`src/rtl/pipeline_hazard_unit.sv`:
```
// Purpose : tracks EX/MEM/WB destination registers and resolves decode-stage
//           read-after-write hazards with forwarding selects or a load-use stall.
// Latency : combinational outputs from the three tracking registers and the decode inputs.
// Backpressure: stall holds PC and IF/ID for one cycle per load-use and injects an EX bubble.
//
// Ports:
//   clk, reset            - single clock, synchronous active-high reset
//   id_valid, id_rs,
//   id_rs_used, id_rd,
//   id_regwrite, id_load  - decode-stage instruction description
//   flush                 - taken branch; squashes the decode instruction
//   fwd_sel               - per read port: 00 regfile, 01 EX result, 10 MEM result
//   stall                 - load-use hazard on the decode instruction
//   ex/mem/wb_valid       - stage occupancy
//   stall_count           - saturating count of stall cycles
module pipeline_hazard_unit #(
  parameter int ADDR_W   = 5,
  parameter int NUM_RD   = 2,
  parameter int ZERO_REG = 31,
  parameter int CNT_W    = 16
) (
  input  logic                     clk,
  input  logic                     reset,
  input  logic                     id_valid,
  input  logic [NUM_RD*ADDR_W-1:0] id_rs,
  input  logic [NUM_RD-1:0]        id_rs_used,
  input  logic [ADDR_W-1:0]        id_rd,
  input  logic                     id_regwrite,
  input  logic                     id_load,
  input  logic                     flush,
  output logic [2*NUM_RD-1:0]      fwd_sel,
  output logic                     stall,
  output logic                     ex_valid,
  output logic                     mem_valid,
  output logic                     wb_valid,
  output logic [CNT_W-1:0]         stall_count
);

  localparam logic [ADDR_W-1:0] ZERO_IDX = ADDR_W'(ZERO_REG);

  typedef struct packed {
    logic              valid;
    logic [ADDR_W-1:0] rd;
    logic              regwrite;
    logic              load;
  } entry_t;

  entry_t ex_q, mem_q, wb_q;
  entry_t id_entry;
  logic   load_use_hit;
  logic [2*NUM_RD-1:0] fwd_raw;

  // A write to the hardwired-zero register is architecturally a no-op, so it
  // never produces a value worth forwarding or waiting for.
  function automatic logic writing(input entry_t e);
    return e.valid && e.regwrite && (e.rd != ZERO_IDX);
  endfunction

  always_comb begin
    id_entry          = '0;
    id_entry.valid    = 1'b1;
    id_entry.rd       = id_rd;
    id_entry.regwrite = id_regwrite;
    id_entry.load     = id_load;
  end

  always_comb begin
    logic [ADDR_W-1:0] rs_k;
    logic              live;
    load_use_hit = 1'b0;
    fwd_raw      = '0;
    for (int k = 0; k < NUM_RD; k++) begin
      rs_k = id_rs[k*ADDR_W +: ADDR_W];
      live = id_rs_used[k] && (rs_k != ZERO_IDX);
      if (live && writing(ex_q) && (rs_k == ex_q.rd) && ex_q.load)
        load_use_hit = 1'b1;
      // A load in EX has no result yet, so it cannot be the EX forward source;
      // the youngest non-load EX writer shadows any older MEM writer.
      if (live && writing(ex_q) && (rs_k == ex_q.rd) && !ex_q.load)
        fwd_raw[2*k +: 2] = 2'b01;
      else if (live && writing(mem_q) && (rs_k == mem_q.rd))
        fwd_raw[2*k +: 2] = 2'b10;
    end
  end

  // Reset masks the outputs so nothing tracked before reset is visible while it is held.
  assign stall     = !reset && id_valid && !flush && load_use_hit;
  assign fwd_sel   = reset ? '0 : fwd_raw;
  assign ex_valid  = !reset && ex_q.valid;
  assign mem_valid = !reset && mem_q.valid;
  assign wb_valid  = !reset && wb_q.valid;

  always_ff @(posedge clk) begin
    if (reset) begin
      ex_q        <= '0;
      mem_q       <= '0;
      wb_q        <= '0;
      stall_count <= '0;
    end else begin
      wb_q  <= mem_q;
      mem_q <= ex_q;
      ex_q  <= (id_valid && !stall && !flush) ? id_entry : '0;
      if (stall && (stall_count != {CNT_W{1'b1}}))
        stall_count <= stall_count + 1'b1;
    end
  end

  // WB only reports occupancy; its register file write happens elsewhere.
  logic unused_wb_fields;
  assign unused_wb_fields = ^{wb_q.rd, wb_q.regwrite, wb_q.load};

endmodule
```
`config.mk`:
```
export PLATFORM = sky130hd
export DESIGN_NAME = pipeline_hazard_unit
export DESIGN_NICKNAME = d
export VERILOG_FILES = /design/src/rtl/pipeline_hazard_unit.sv
export SDC_FILE = /design/constraint.sdc
export NUM_CORES = 1
export LEC_CHECK = 0
export CORE_MARGIN = 2
export CORE_UTILIZATION = 40
export CTS_BUF_LIST = sky130_fd_sc_hd__clkbuf_8
export DETAILED_ROUTE_END_ITERATION = 10
export PLACE_DENSITY = 0.69
export SLEW_MARGIN = 20
export SYNTH_ARGS = -nofsm -noshare
export SYNTH_HDL_FRONTEND = slang
export SYNTH_SLANG_ARGS = --single-unit
```
`constraint.sdc`:
```
create_clock -name clk -period 2.8 [get_ports clk]
set_input_delay 0.56 -clock clk [delete_from_list [all_inputs] [get_ports clk]]
set_output_delay 0.56 -clock clk [all_outputs]
set_load 0.02 [all_outputs]
```
==> results.sh, run 1 <==
export IMPL_comb_power_share=0.098
export IMPL_die_area_um2=4750
export IMPL_pre_cts_ws_ps=-410
export IMPL_register_area_um2=641
export IMPL_synth_top_area_frac=0.380
export IMPL_cp_required_ps=2240
export IMPL_grt_max_degree=33
export IMPL_die_height_um=68.9
export IMPL_fp_row_count=23
export IMPL_antenna_found_initial=0
export IMPL_ir_drop_mv=0.385
export IMPL_ctsHoldBuffers=0
export IMPL_synth_cell_area_um2=1690
export IMPL_worst_r2r_cell_count=8
export IMPL_yosysWarnings=0
export IMPL_drc=0
export IMPL_clkPwrFrac=0.385
export IMPL_critPathKind="in2out"
export IMPL_drt_iter0_markers=80
export IMPL_sequentialPowerShare=0.517
export IMPL_synth_most_common_cell="dfxtp_1"
export IMPL_antenna_left=0
export IMPL_cp_max_fo=5
export IMPL_hold_class="reg2reg"
export IMPL_synth_seq_area_share=0.380
export IMPL_viasPerCell=5.05
export IMPL_arrival_ps=2190
export IMPL_gp_congestion=0.843
export IMPL_grt_pass1_wl_um=6190
export IMPL_fin_nets=270
export IMPL_synth_ff_type="dfxtp_1"
export IMPL_p_sw_mw=0.217
export IMPL_cts_buffer_depth=2
export IMPL_ios=47
export IMPL_end_kind="primary output"
export IMPL_tritoncts="yes"
export IMPL_vias=1501
export IMPL_area_delta_synth_final_pct=42.7
export IMPL_diodes=0
export IMPL_clockRootBuffer="clkbuf_8"
export IMPL_postSynth_asyncResetShare=0
export IMPL_grt_pass1_vias=1340
export IMPL_synth_common_cells="dfxtp_1 (32), xnor2_1 (21), nor2_1 (16)"
export IMPL_synth_top_area_cell="dfxtp_1"
export IMPL_syn_area_per_cell_um2=9.11
export IMPL_die_w_um=68.9
export IMPL_fmaxAchievable_mhz=364
export IMPL_place_area_um2=2280
export IMPL_power_total_mw=0.903
export IMPL_netSwitchingFraction=0.241
export IMPL_hpwl_um=2960
export IMPL_utilization=0.597
export IMPL_worst_pin_slew_ps=550
export IMPL_hold_viol=0
export IMPL_grt_overflow=0
export IMPL_relSlewSlack=0.633
export IMPL_min_path_cells=1
export IMPL_multiInputGateArea_um2=1040
export IMPL_clock_sinks=32
export IMPL_crit_path_start_kind="input pin"
export IMPL_syn_inst=185
export IMPL_power_density_nw_per_um2=376
export IMPL_setup_violations=0
export IMPL_post_cts_buffers=0
export IMPL_core_area_um2=4030
export IMPL_clkLatencyLatePin_ps=280
export IMPL_synth_nets=209
export IMPL_totalWireLength_um=3890
export IMPL_tns_ps=0
export IMPL_grt_usage=0.176
export IMPL_path_clk_slew_ps=70
export IMPL_instances_no_fill=297
export IMPL_fill_cells=377
export IMPL_setup_ws_ps=54.0
export IMPL_cts_max_level=2
export IMPL_fin_area_um2=2400
export IMPL_clock_skew_ps=3.94
export IMPL_ys_types=36
export IMPL_finalCriticalPeriod_ps=2750
export IMPL_detail_route_wl_per_cell_um=13.1
export IMPL_initial_core_util=0.418
export IMPL_p_leak_nw=0.910
export IMPL_period_share=0.981
export IMPL_slew_viol_final=0
export IMPL_firstDrtPassIters=4
export IMPL_portBuffers=46
export IMPL_ys_top_cells_by_area="dfxtp_1 (38%), xnor2_1 (11%), nor2b_1 (5.2%), a2111oi_2 (3.6%), nor2_1 (3.6%)"
export IMPL_internal_power_mw=0.686
export IMPL_cts_made_buffers=5
export IMPL_drv_cap=0
export IMPL_layout_drive_gt1_share=0.182
export IMPL_synth_edf_count=0
export IMPL_status="finished clean"
export IMPL_synth_seq_cells=32
export IMPL_whs_ps=462
export IMPL_dp_cells=289
timing repair:
| item | CTS | global route |
|---|---|---|
| endpoints found under the setup margin | 5 | 7 |
| pin swaps | 0 | 2 |
| gates cloned | 0 | 0 |
| gates resized for setup | 24 | 18 |
flip-flops by register name, summed over array words and instances, names as in the netlist:
name and cells:
ex_q 8, mem_q 7, stall_count 16, wb_q 1
path summary, 6_finish.rpt:
kind | start | to | slack [ps]
max reg2reg | ex_q[6]$_SDFF_PP0_ | stall_count[8]$_SDFFE_PP0P_ | 440
min reg2reg | mem_q[7]$_SDFF_PP0_ | wb_q[7]$_SDFF_PP0_ | 460
max | id_rs[7] | fwd_sel[3] | 50
min | mem_q[7]$_SDFF_PP0_ | wb_q[7]$_SDFF_PP0_ | 460
cell type report:
type,count,share of cell area
sequential,32,0.266
timing repair buffer,60,0.234
tap,50,0.0260
multi-input combinational,144,0.432
inverter,3,0.00468
clock inverter,3,0.00832
clock buffer,5,0.0286
worst max-delay path: stages:
cell             delay, ps
clkdlybuf4s50_1        540
xnor2_1                130
nand2_1                 70
or4_4                  540
nor2_4                 110
nor4_2                  60
buf_2                  170
per-layer routing:
metal	vias to the layer above	track usage	routed length [um]
li1	762	-	-
met2	31	0.282	1860
met1	702	0.231	1790
met5	-	0	0
met3	6	0.0406	190
met4	0	0.0637	51
power by group through the flow:
stage	Sequential, mW	Clock (mW)	Combinational, mW
6_report	0.467	0.348	0.0886
2_1_floorplan	0.475	0	0.0346
4_1_cts	0.466	0.361	0.0886
5_1_grt	0.467	0.383	0.0958
3_3_place_gp	0.477	0	0.0881
3_5_place_dp	0.477	0	0.0883
logic make-up (layout without fill, tap and decap cells):
group	after synthesis	count (layout)	share of synthesized area
AND/OR/NAND/NOR	89	89	0.292
multiplexers	4	4	0.0304
adder cells (fa/ha/maj)	1	1	0.00742
flip-flops	32	32	0.380
buffers and inverters	9	71	0.0275
XOR/XNOR	27	27	0.140
AO/OA/AOI/OAI	23	23	0.123
cells in the final DEF (no fill, tap or decap), drive strengths merged, types with 2 or more instances in the layout:
master / instances
nor3: 5
and2: 9
inv: 4
and3: 5
nor4: 2
buf: 19
and4: 2
nor2b: 14
nand3: 13
o211ai: 2
xor2: 6
clkbuf: 5
mux2: 3
dfxtp: 32
clkdlybuf4s50: 34
a31o: 3
xnor2: 21
nor2: 16
or4: 2
nand2: 13
a211oi: 2
a2111oi: 5
dlymetal6s2s: 7
nand4: 5
a21oi: 8
o21ai: 2
No activity file was read; power rests on OpenSTA's default activity.
==> run 2: changes to the inputs <==
--- a/config.mk
+++ b/config.mk
@@ -8,6 +8,7 @@
 export CORE_MARGIN = 2
 export CORE_UTILIZATION = 40
 export CTS_BUF_LIST = sky130_fd_sc_hd__clkbuf_8
+export CTS_CLUSTER_SIZE = 12
 export DETAILED_ROUTE_END_ITERATION = 10
 export PLACE_DENSITY = 0.69
 export SLEW_MARGIN = 20
==> results of run 2 <==
The final DEF is identical to that of run 1; final timing and power are the same.
==> run 3: changes to the inputs <==
--- a/config.mk
+++ b/config.mk
@@ -10,7 +10,7 @@
 export CTS_BUF_LIST = sky130_fd_sc_hd__clkbuf_8
 export CTS_CLUSTER_SIZE = 12
 export DETAILED_ROUTE_END_ITERATION = 10
-export PLACE_DENSITY = 0.69
+export PLACE_DENSITY = 0.71
 export SLEW_MARGIN = 20
 export SYNTH_ARGS = -nofsm -noshare
 export SYNTH_HDL_FRONTEND = slang
==> constraint.sdc (replaced) <==
create_clock -name clk -period 2.3 [get_ports clk]
set_input_delay 0.46 -clock clk [delete_from_list [all_inputs] [get_ports clk]]
set_output_delay 0.46 -clock clk [all_outputs]
set_load 0.02 [all_outputs]
==> results.sh, run 3 (synthesis results as in run 1) <==
export IMPL_cp_required_ps=1840
export IMPL_layout_common_cells="dfxtp_1 (27), clkdlybuf4s50_1 (27), buf_4 (22)"
export IMPL_antenna_left=0
export IMPL_top_regs="stall_count x16, ex_q x8, mem_q x7"
export IMPL_power_total_mw=1.26
export IMPL_dp_cells=292
export IMPL_hpwl_um=3020
export IMPL_grt_overflow=0
export IMPL_grt_pass1_vias=1366
export IMPL_fmaxAchievable_mhz=434
export IMPL_power_density_nw_per_um2=495
export IMPL_r2r_start="ex_q[3]$_SDFF_PP0_"
export IMPL_cp_num_cells=6
export IMPL_multiInputGateArea_um2=1090
export IMPL_highest_signal_layer="met4"
export IMPL_area_delta_synth_final_pct=50.6
export IMPL_fill_cells=346
export IMPL_drv_cap=0
export IMPL_fp_row_count=23
export IMPL_drc=0
export IMPL_portBuffers=46
export IMPL_relSlewSlack=0.664
export IMPL_rsz0062_at_grt="true"
export IMPL_min_from="mem_q[7]$_SDFF_PP0_"
export IMPL_dr_wl_met2_um=1890
export IMPL_utilization=0.630
export IMPL_totalWireLength_um=4140
export IMPL_die_height_um=68.9
export IMPL_end_kind="primary output"
export IMPL_status="finished, violations left"
export IMPL_register_area_um2=657
export IMPL_crit_buf_inv=1
export IMPL_setup_ws_ps=-2.80
export IMPL_die_area_um2=4750
export IMPL_instances_no_fill=304
export IMPL_grt_max_degree=21
export IMPL_critPathKind="reg2out"
export IMPL_cts_made_buffers=5
export IMPL_grt_pass1_wl_um=6310
export IMPL_wl_met3_um=226
export IMPL_layout_drive_gt1_share=0.295
export IMPL_die_w_um=68.9
export IMPL_regToRegSetupSlack_ps=20
export IMPL_diodes=0
export IMPL_drt_iter0_markers=161
export IMPL_worst_pin_slew_ps=504
export IMPL_clockRootBuffer="clkbuf_8"
export IMPL_r2r_end="stall_count[8]$_SDFFE_PP0P_"
export IMPL_antenna_found_initial=0
export IMPL_firstDrtPassIters=4
export IMPL_cts_max_level=2
export IMPL_largest_reg_flops=16
export IMPL_arrival_ps=1840
export IMPL_whs_ps=463
export IMPL_clock_sinks=32
export IMPL_path_cells="xnor2_2 -> nand3_1 -> or4_4 -> nor2_2 -> nor4_1 -> buf_2"
export IMPL_detail_route_wl_per_cell_um=13.6
export IMPL_grt_usage=0.183
export IMPL_fin_nets=277
export IMPL_hold_viol=0
export IMPL_cts_buffer_depth=2
export IMPL_largest_register="stall_count"
export IMPL_crit_path_start_kind="register"
export IMPL_finalCriticalPeriod_ps=2300
export IMPL_m1WireLength_um=1930
export IMPL_cpMaxStageDelayCell="or4_4"
export IMPL_clock_skew_ps=5.48
export IMPL_slew_viol_final=0
export IMPL_worst_r2r_cell_count=8
export IMPL_period_share=1.00
export IMPL_startpoint="ex_q[3]$_SDFF_PP0_"
export IMPL_path_clk_slew_ps=60
export IMPL_slowest_delay_ps=600
export IMPL_violations="negative setup slack"
export IMPL_clkLatencyLatePin_ps=280
export IMPL_path_delay_family="simple AND/OR/NAND/NOR gates"
export IMPL_initial_core_util=0.418
export IMPL_ir_drop_mv=0.320
export IMPL_cp_max_fo=4
export IMPL_vias=1580
export IMPL_ios=47
export IMPL_hold_class="reg2reg"
export IMPL_gp_congestion=0.953
export IMPL_tritoncts="yes"
export IMPL_crit_path_end="fwd_sel[3]"
export IMPL_viasPerCell=5.20
export IMPL_setup_violations=1
export IMPL_core_area_um2=4030
export IMPL_p_leak_nw=0.981
[run 3: changes by cell type in the layout (fill, tap and decap cells not counted), moves of 2 or more]
| cell | delta |
|---|---|
| dfxtp_4 | +4 |
| buf_8 | +2 |
| clkdlybuf4s15_2 | +3 |
| clkbuf_2 | +5 |
| xnor2_2 | +5 |
| dfxtp_1 | -5 |
| clkbuf_8 | +2 |
| dlymetal6s2s_1 | -5 |
| clkdlybuf4s50_1 | -7 |
| buf_4 | +6 |
| nor2_2 | +2 |
| xnor2_1 | -5 |
| dlygate4sd2_1 | +2 |
[run 3: stage by stage]
step	cell area (um2)	worst slack, ps	TNS (ps)
finish	2540	-2.80	-2.80
global route	2540	-78.1	-388
CTS	2450	-20.5	-69.8
detailed placement	2310	-755	-13410
global placement	2310	-719	-12360
floorplan	1690	5.99	0
[run 3: layout make-up]
class | instances | share of cell area
clock inverters | 1 | 0.0118
repair buffers | 67 | 0.234
inverters | 3 | 0.00444
flip-flops and latches | 32 | 0.259
well taps | 50 | 0.0246
clock buffers | 7 | 0.0379
multi-input cells | 144 | 0.429
[run 3: what timing repair did]
action	CTS	global route
endpoints found under the setup margin	20	17
pin swaps	13	17
hold endpoints to repair	0	0
buffers inserted	0	4
hold buffers	0	0
gates resized for setup	63	29
[run 3: how the worst min path moves through the flow]
stage                     depth (start not counted)  slack [ps]                  to
after floorplan                                   1         430  wb_q[7]$_SDFF_PP0_
after global placement                            1         430  wb_q[7]$_SDFF_PP0_
after detailed placement                          1         460  wb_q[7]$_SDFF_PP0_
after CTS                                         1         470  wb_q[7]$_SDFF_PP0_
after global routing                              1         470  wb_q[7]$_SDFF_PP0_
final                                             1         460  wb_q[7]$_SDFF_PP0_
[run 3: where the power goes]
part           internal (mW)  leakage (nW)  switching [mW]  total (mW)
Sequential             0.558         0.262         0.00824       0.566
Clock                  0.382        0.0645           0.198       0.580
Combinational         0.0641         0.654          0.0478       0.112
Total                   1.00         0.981           0.254        1.26
[run 3: routing by layer]
layer	global-route usage	up-vias
met2	0.263	54
met3	0.0341	15
met5	0	-
li1	-	784
met1	0.262	727
met4	0.0882	0
